**src/rtl/unary_expander.sv**
```systemverilog
// unary_expander: captures a 2-bit count from active-low PMOD buttons on a
// debounced load press, then fills a thermometer LED display one step at a
// time, holds it for HOLD_STEPS steps, and clears it.
module unary_expander #(
  parameter int DEBOUNCE_CYCLES = 120000,
  parameter int STEP_CYCLES     = 3000000,
  parameter int HOLD_STEPS      = 4
) (
  input  logic       clk,
  input  logic       rst,
  input  logic [2:0] pmod,
  output logic [2:0] led,
  output logic       busy
);

  localparam int DW = (DEBOUNCE_CYCLES > 1) ? $clog2(DEBOUNCE_CYCLES) : 1;
  localparam int TW = $clog2(STEP_CYCLES);
  localparam int HW = $clog2(HOLD_STEPS + 1);
  localparam logic [DW-1:0] DB_LAST   = DW'(DEBOUNCE_CYCLES - 1);
  localparam logic [TW-1:0] STEP_LAST = TW'(STEP_CYCLES - 1);
  localparam logic [HW-1:0] HOLD_END  = HW'(HOLD_STEPS);

  typedef enum logic [1:0] {IDLE, FILL, HOLD} state_t;

  logic [2:0]    sync1, sync2;
  logic [2:0]    btn;
  logic [DW-1:0] db_cnt;
  logic          db, db_q, press;
  state_t        state, state_n;
  logic [1:0]    lit, lit_n, target, target_n, lit_inc;
  logic [TW-1:0] timer, timer_n;
  logic [HW-1:0] hold, hold_n, hold_inc;
  logic          tick;

  function automatic logic [2:0] therm(input logic [1:0] n);
    case (n)
      2'd0:    therm = 3'b000;
      2'd1:    therm = 3'b001;
      2'd2:    therm = 3'b011;
      default: therm = 3'b111;
    endcase
  endfunction

  // Two-flop synchronizer; reset value is "all buttons released".
  always_ff @(posedge clk or posedge rst) begin
    if (rst) begin
      sync1 <= 3'b111;
      sync2 <= 3'b111;
    end else begin
      sync1 <= pmod;
      sync2 <= sync1;
    end
  end

  assign btn = ~sync2;

  // Load debounce: level flips only after DEBOUNCE_CYCLES differing samples.
  always_ff @(posedge clk or posedge rst) begin
    if (rst) begin
      db_cnt <= '0;
      db     <= 1'b0;
    end else if (btn[2] != db) begin
      if (db_cnt == DB_LAST) begin
        db     <= ~db;
        db_cnt <= '0;
      end else begin
        db_cnt <= db_cnt + DW'(1);
      end
    end else begin
      db_cnt <= '0;
    end
  end

  // Edge register; press is a one-cycle pulse on the debounced rising edge.
  always_ff @(posedge clk or posedge rst) begin
    if (rst) db_q <= 1'b0;
    else     db_q <= db;
  end

  assign press    = db & ~db_q;
  assign tick     = (timer == '0);
  assign lit_inc  = lit + 2'd1;
  assign hold_inc = hold + HW'(1);

  // Next-state logic; press edges outside IDLE fall through and are dropped.
  always_comb begin
    state_n  = state;
    lit_n    = lit;
    target_n = target;
    timer_n  = timer;
    hold_n   = hold;
    case (state)
      IDLE: begin
        if (press) begin
          target_n = btn[1:0];
          lit_n    = 2'd0;
          timer_n  = STEP_LAST;
          hold_n   = '0;
          state_n  = (btn[1:0] != 2'd0) ? FILL : HOLD;
        end
      end
      FILL: begin
        timer_n = tick ? STEP_LAST : timer - TW'(1);
        if (tick) begin
          lit_n = lit_inc;
          if (lit_inc == target) begin
            state_n = HOLD;
            hold_n  = '0;
          end
        end
      end
      HOLD: begin
        timer_n = tick ? STEP_LAST : timer - TW'(1);
        if (tick) begin
          hold_n = hold_inc;
          if (hold_inc == HOLD_END) begin
            lit_n   = 2'd0;
            state_n = IDLE;
          end
        end
      end
      default: state_n = IDLE;
    endcase
  end

  // State and registered outputs; led/busy follow the next values so they
  // change on the same edge as lit/state.
  always_ff @(posedge clk or posedge rst) begin
    if (rst) begin
      state  <= IDLE;
      lit    <= 2'd0;
      target <= 2'd0;
      timer  <= '0;
      hold   <= '0;
      led    <= 3'b000;
      busy   <= 1'b0;
    end else begin
      state  <= state_n;
      lit    <= lit_n;
      target <= target_n;
      timer  <= timer_n;
      hold   <= hold_n;
      led    <= therm(lit_n);
      busy   <= (state_n != IDLE);
    end
  end

endmodule

```
**config.mk**
```make
export PLATFORM = sky130hd
export DESIGN_NAME = unary_expander
export DESIGN_NICKNAME = d
export VERILOG_FILES = /design/src/rtl/unary_expander.sv
export SDC_FILE = /design/constraint.sdc
export NUM_CORES = 1
export LEC_CHECK = 0
export CAP_MARGIN = 20
export CORE_ASPECT_RATIO = 1.5
export CORE_MARGIN = 10
export CORE_UTILIZATION = 45
export DETAILED_ROUTE_END_ITERATION = 10
export PLACE_DENSITY = 0.75
export SETUP_SLACK_MARGIN = 0.02
export SYNTH_ARGS = -nofsm -noshare
export SYNTH_HDL_FRONTEND = slang
export SYNTH_SLANG_ARGS = --single-unit
```
**constraint.sdc**
```tcl
create_clock -name clk -period 2 [get_ports clk]
set_input_delay 0.3 -clock clk [delete_from_list [all_inputs] [get_ports clk]]
set_output_delay 0.3 -clock clk [all_outputs]
set_load 0.03 [all_outputs]
```
; Word-level counts from Yosys, hierarchy flattened
; Cells that the tools add are included.
[word_totals]
register_bits = 60
inputBits = 5
output_inout_bits = 4
word_cells = 67
[classes]
add_sub_neg = 4
eq_ne = 12
mux = 23
n_bitwise = 4
reduce_logical = 12
[op_table]
columns = op, count
row1 = $mux W22, 2
row2 = $pmux W22 S2, 1
row3 = $mux W17, 2
row4 = $logic_not A22 Y1, 1
row5 = $sub A22 B1 Y22 const B, 1
row6 = $mux W2, 10
row7 = $pmux W3 S3, 2
row8 = $add A17 B1 Y17 const B, 1
row9 = $eq A17 B17 Y1 const B, 1
row10 = $mux W3, 4
row11 = $pmux W2 S3, 2
row12 = $ne A2 B2 Y1 const B, 4
row13 = $reduce_and A2 Y1, 3
row14 = $reduce_bool A2 Y1, 3
row15 = $reduce_and A5 Y1, 1
row16 = $eq A2 B1 Y1 const B, 2
row17 = $eq A2 B2 Y1 const B, 2
row18 = $logic_not A2 Y1, 2
row19 = $add A3 B1 Y3 const B, 1
row20 = $eq A3 B3 Y1 const B, 1
row21 = $not A3 Y3, 1
row22 = $reduce_bool A3 Y1, 1
row23 = $add A2 B1 Y2 const B, 1
row24 = $eq A2 B2 Y1, 1
row25 = other kinds (4), 5

; Depth between registers and ports, before layout
[logic_depth]
word_depth = 7
depth_mapped = 9
depth_no_buf = 8

; Worst setup path before layout
; No wires, ideal clock.
[synth_timing]
path_type = reg-to-reg
start = register state[0]
end = register timer[15]
setup_time_ns = 0.120
arrival_ns = 1.887
t_required_ns = 1.880
setup_slack_ns = -0.006
stages_incl_launch_ff = 10
path_buffers = 1
synth_period_minus_slack_ns = 2.006
cell_sequence = dfrtp_1 -> inv_1 -> ha_1 -> inv_1 -> o2111ai_2 -> or4_1 -> buf_4 -> nor3b_2 -> xnor2_1 -> nand2_1
[synth_between]
elab_chain_cells = 4
elab_cells_between_ends = 8
cone_classes = eq/ne: 3 / mux: 1 / reduce/logical: 4
[synth_rtl]
columns = element, line_no
row1 = "start, declared", 29  ; state_t state, state_n;
row2 = "start signal, assigned", 138  ; state <= state_n;
row3 = $eq A2 B2 Y1 / $eq A2 B1 Y1 (equally long branches), 92  ; case (state)
row4 = $reduce_or A2 Y1 (no line), -
row5 = $reduce_bool A2 Y1 (no line), -
row6 = $reduce_and A2 Y1 (no line), -
row7 = "end signal, assigned", 141  ; timer <= timer_n;
row8 = "end, declared", 31  ; logic [TW-1:0] timer, timer_n;
; Several ways; a longest one is shown, not always the timed one.
; A chain may end at the register's enable or synchronous reset.

; Final worst setup path
[layout_timing]
start = register timer[18]
end = register busy
[layout_between]
elab_chain_cells = 4
elab_cells_between_ends = 5
cone_classes = mux: 3 / reduce/logical: 2
[layout_rtl]
columns = element, line_no
row1 = $logic_not A22 Y1 *, 81  ; assign tick = (timer == '0);
row2 = "$mux W2, on equally long branches", "114, 104"
row3 = $pmux W2 S3 *, 92
row4 = named net state_n[0], 29
row5 = $reduce_bool A2 Y1 *, 144  ; busy <= (state_n != IDLE);
row6 = "end signal, assigned", 144
row7 = "end, declared", 13  ; output logic busy
; Mark *: on every way through the listed nets, which the timed path passes. The rest lies on a longest branch.

==> results.py <==
metrics = {
    "global_route": {
        "grt_max_degree": 25,
        "track_usage_pct": 12.6,
        "gr-total-overflow": 0,
        "antenna_found_initial": 0,
        "grt_pass1_wl_um": 10600,
        "grt_pass1_vias": 2367,
    },
    "drt": {
        "totalWireLength_um": 6520,
        "vias": 2302,
        "antenna_left": 0,
        "drc": 0,
        "routed_via_density": 5.42,
        "wl_met2_um": 3490,
        "wire_per_inst_um": 15.3,
        "top_layer": "met4",
        "wl_met3_um": 226,
        "drtPass1Iterations": 4,
        "met1_length_um": 2630,
        "drtIter0Drc": 141,
    },
    "yosys": {
        "synth_common_cells": "dfrtp_1 (54), nand2_1 (40), nor2_1 (35)",
        "yosys_most_used_dff": "dfrtp_1",
        "synthAdderAreaFrac_pct": 3.78,
        "synth_top_family_by_area": "simple AND/OR/NAND/NOR gates",
        "yosys_warnings": 0,
        "synth_xor_area_share_pct": 11.2,
        "muxShareOfSynthArea_pct": 0.671,
        "synth_compound_area_share_pct": 6.55,
        "synth_seq_cells": 60,
        "synth_top_area_cell": "dfrtp_1",
        "synth_area_leaders": "dfrtp_1 (45%), xnor2_1 (6.5%), dfstp_2 (5.3%), nand2_1 (5.0%), xor2_1 (4.7%)",
        "synth_async_sr_flop_share_pct": 100,
        "avgSynthCellArea_sq_um": 10.2,
        "synth_area_sq_um": 2980,
        "netlist_instances": 292,
        "yosysSeqAreaShare_pct": 50.6,
        "yosysTopAreaCellShare_pct": 45.3,
        "yosysMostFrequentCell": "dfrtp_1",
        "synthSimpleGateAreaFrac_pct": 24.7,
        "synth_fp_nets": 306,
        "yosysUniqueCellTypes": 51,
        "synth_edf_count": 0,
    },
    "pwr": {
        "p_per_area_nw_per_um2": 639,
        "leakagePower_nw": 1.87,
        "vdd_ir_drop_max_mv": 0.659,
    },
    "clocking": {
        "cts_root_buf": "clkbuf_8",
        "clkLatencyLatePin_ns": 0.34,
        "cts_tree": "done",
        "cts_buffer_depth": 2,
        "cts_buffers": 9,
        "cts_hold_buf": 0,
        "cts.sinks": 60,
        "htreeDepth": 3,
        "clkSlewWorstSetupHoldPaths_ns": 0.07,
    },
    "placed_design": {
        "gp_congestion": 0.874,
        "dp_hpwl_um": 4380,
        "port_buffers": 8,
    },
    "cells_and_area": {
        "synthToLayoutAreaGrowth_pct": 26.6,
        "final_nets": 358,
        "layout-drive-gt1-share_pct": 26.6,
        "diodes": 0,
        "fin_util_pct": 58.2,
        "fillers": 540,
    },
    "timing": {
        "fin_crit_ns": 1.98,
        "tightest_slew_ns": 0.452,
        "slew_headroom_pct": 69.8,
        "fmax_ghz": 0.505,
        "finalHoldViolations": 0,
        "skew_ns": 0.00877,
        "rsz0062_at_grt": "true",
        "fin_tns_setup_ns": 0,
        "finalSetupViolations": 0,
        "period_share_pct": 99.1,
        "maxSlewViolCount": 0,
    },
    "floorplan": {
        "dieArea_sq_um": 10300,
        "io_pins": 9,
        "core_sq_um": 6490,
        "fp-row-count": 36,
        "chipHeight_um": 120,
        "start_util_pct": 46.0,
        "die_w_um": 86.5,
    },
    "critical_path": {
        "worstPathRequired_ns": 2.23,
        "reg2reg_slack_ns": 0.02,
        "cp.arrival_ns": 2.21,
        "start_kind": "flip-flop",
        "crit_fanout": 5,
        "r2r_start": "timer[18]",
        "r2r_end": "busy",
        "endpoint_kind": "flip-flop",
        "cp-startpoint": "timer[18]",
        "path_class": "reg2reg",
        "rr_worst_depth": 6,
    },
    "run": {
        "cap_violations": 0,
    },
    "min_path": {
        "holdCritPathClass": "in2async",
    },
    "run_status": {
        "status": "complete, no violations",
    },
}
cell type report:
class / count / area (sq um) / share of cell area (%)
clock buffer: 15 / 176 / 4.68
clock inverter: 1 / 30.0 / 0.796
inverter: 14 / 52.6 / 1.39
multi-input combinational: 216 / 1530 / 40.5
sequential: 60 / 1510 / 40.0
tap: 76 / 95.1 / 2.52
timing repair buffer: 43 / 383 / 10.1
through the flow:
| step | hold slack [ns] | instances | setup WS (ns) | power [mW] | instance area [sq um] |
|---|---|---|---|---|---|
| after floorplan | 0.304 | 292 | 0.0322 | 1.29 | 2980 |
| after global placement | 0.345 | 401 | 0.0320 | 1.32 | 3370 |
| after detailed placement | 0.347 | 401 | -0.0651 | 1.32 | 3370 |
| after CTS | 0.295 | 422 | -0.00234 | 2.43 | 3640 |
| after global routing | 0.338 | 425 | -0.0878 | 2.49 | 3770 |
| final | 0.293 | 425 | 0.0190 | 2.41 | 3770 |
per-layer routing:
layer | vias up | GRT usage [%]
met4 | 0 | 6.61
met3 | 17 | 2.91
met2 | 44 | 21.8
li1 | 1091 | -
met5 | - | 0
met1 | 1150 | 13.8
layout by cell type (no fill, tap or decap), types with 4 or more instances in the layout:
cell type        count
inv_2                7
ha_1                 5
o21ai_0              7
xnor2_1             21
a21oi_1              4
buf_4               31
and3_1               4
nor2b_1              4
clkdlybuf4s50_1      8
xor2_1              16
nand3_1             11
nor3_1               6
dfrtp_1             54
clkbuf_8            12
nand2_1             40
nand4_1              4
nor2_1              30
dfstp_2              6
inv_1                7
how the worst max path moves through the flow:
| stage | endpoint | cells past startpoint | slack (ns) |
|---|---|---|---|
| floorplan | timer[15] | 8 | 0.03 |
| global placement | timer[15] | 9 | 0.03 |
| detailed placement | hold[2] | 8 | -0.07 |
| CTS | timer[15] | 8 | -0.002 |
| global route | busy | 8 | -0.09 |
| finish | busy | 6 | 0.02 |
power by group:
part,internal (mW),switching (mW)
clock,0.680,0.436
sequential,1.23,0.00774
combinational,0.0218,0.0367
total,1.93,0.481
logic make-up (layout without fill, tap and decap cells):
kind of cell / count (synthesis) / in the layout
mux: 2 / 2
xor+xnor: 38 / 38
fa+ha+maj: 9 / 9
simple gates: 136 / 137
compound gates: 30 / 30
flops: 60 / 60
buf+inv: 17 / 73
worst max-delay path, stage by stage (launching register included):
cell and delay, ns:
dfrtp_1 0.45, nor4_1 0.29, nand4_1 0.26, or3_4 0.46
o21ai_2 0.07, a311oi_2 0.11, or2_1 0.22
registers in the layout, summed over array words and instances, names as in the netlist:
register and count:
busy 1, db 1, db_cnt 17, db_q 1, hold 3, led 3
lit 2, state 2, sync1 3, sync2 3, target 2, timer 22
repair_timing:
item / in CTS / in global routing
resized for setup: 8 / 28
pin swaps: 8 / 17
endpoints found under the setup margin: 8 / 30
cloned: 0 / 1
setup buffers: 5 / 2
Note: power is estimated with default switching activity, not from simulation.
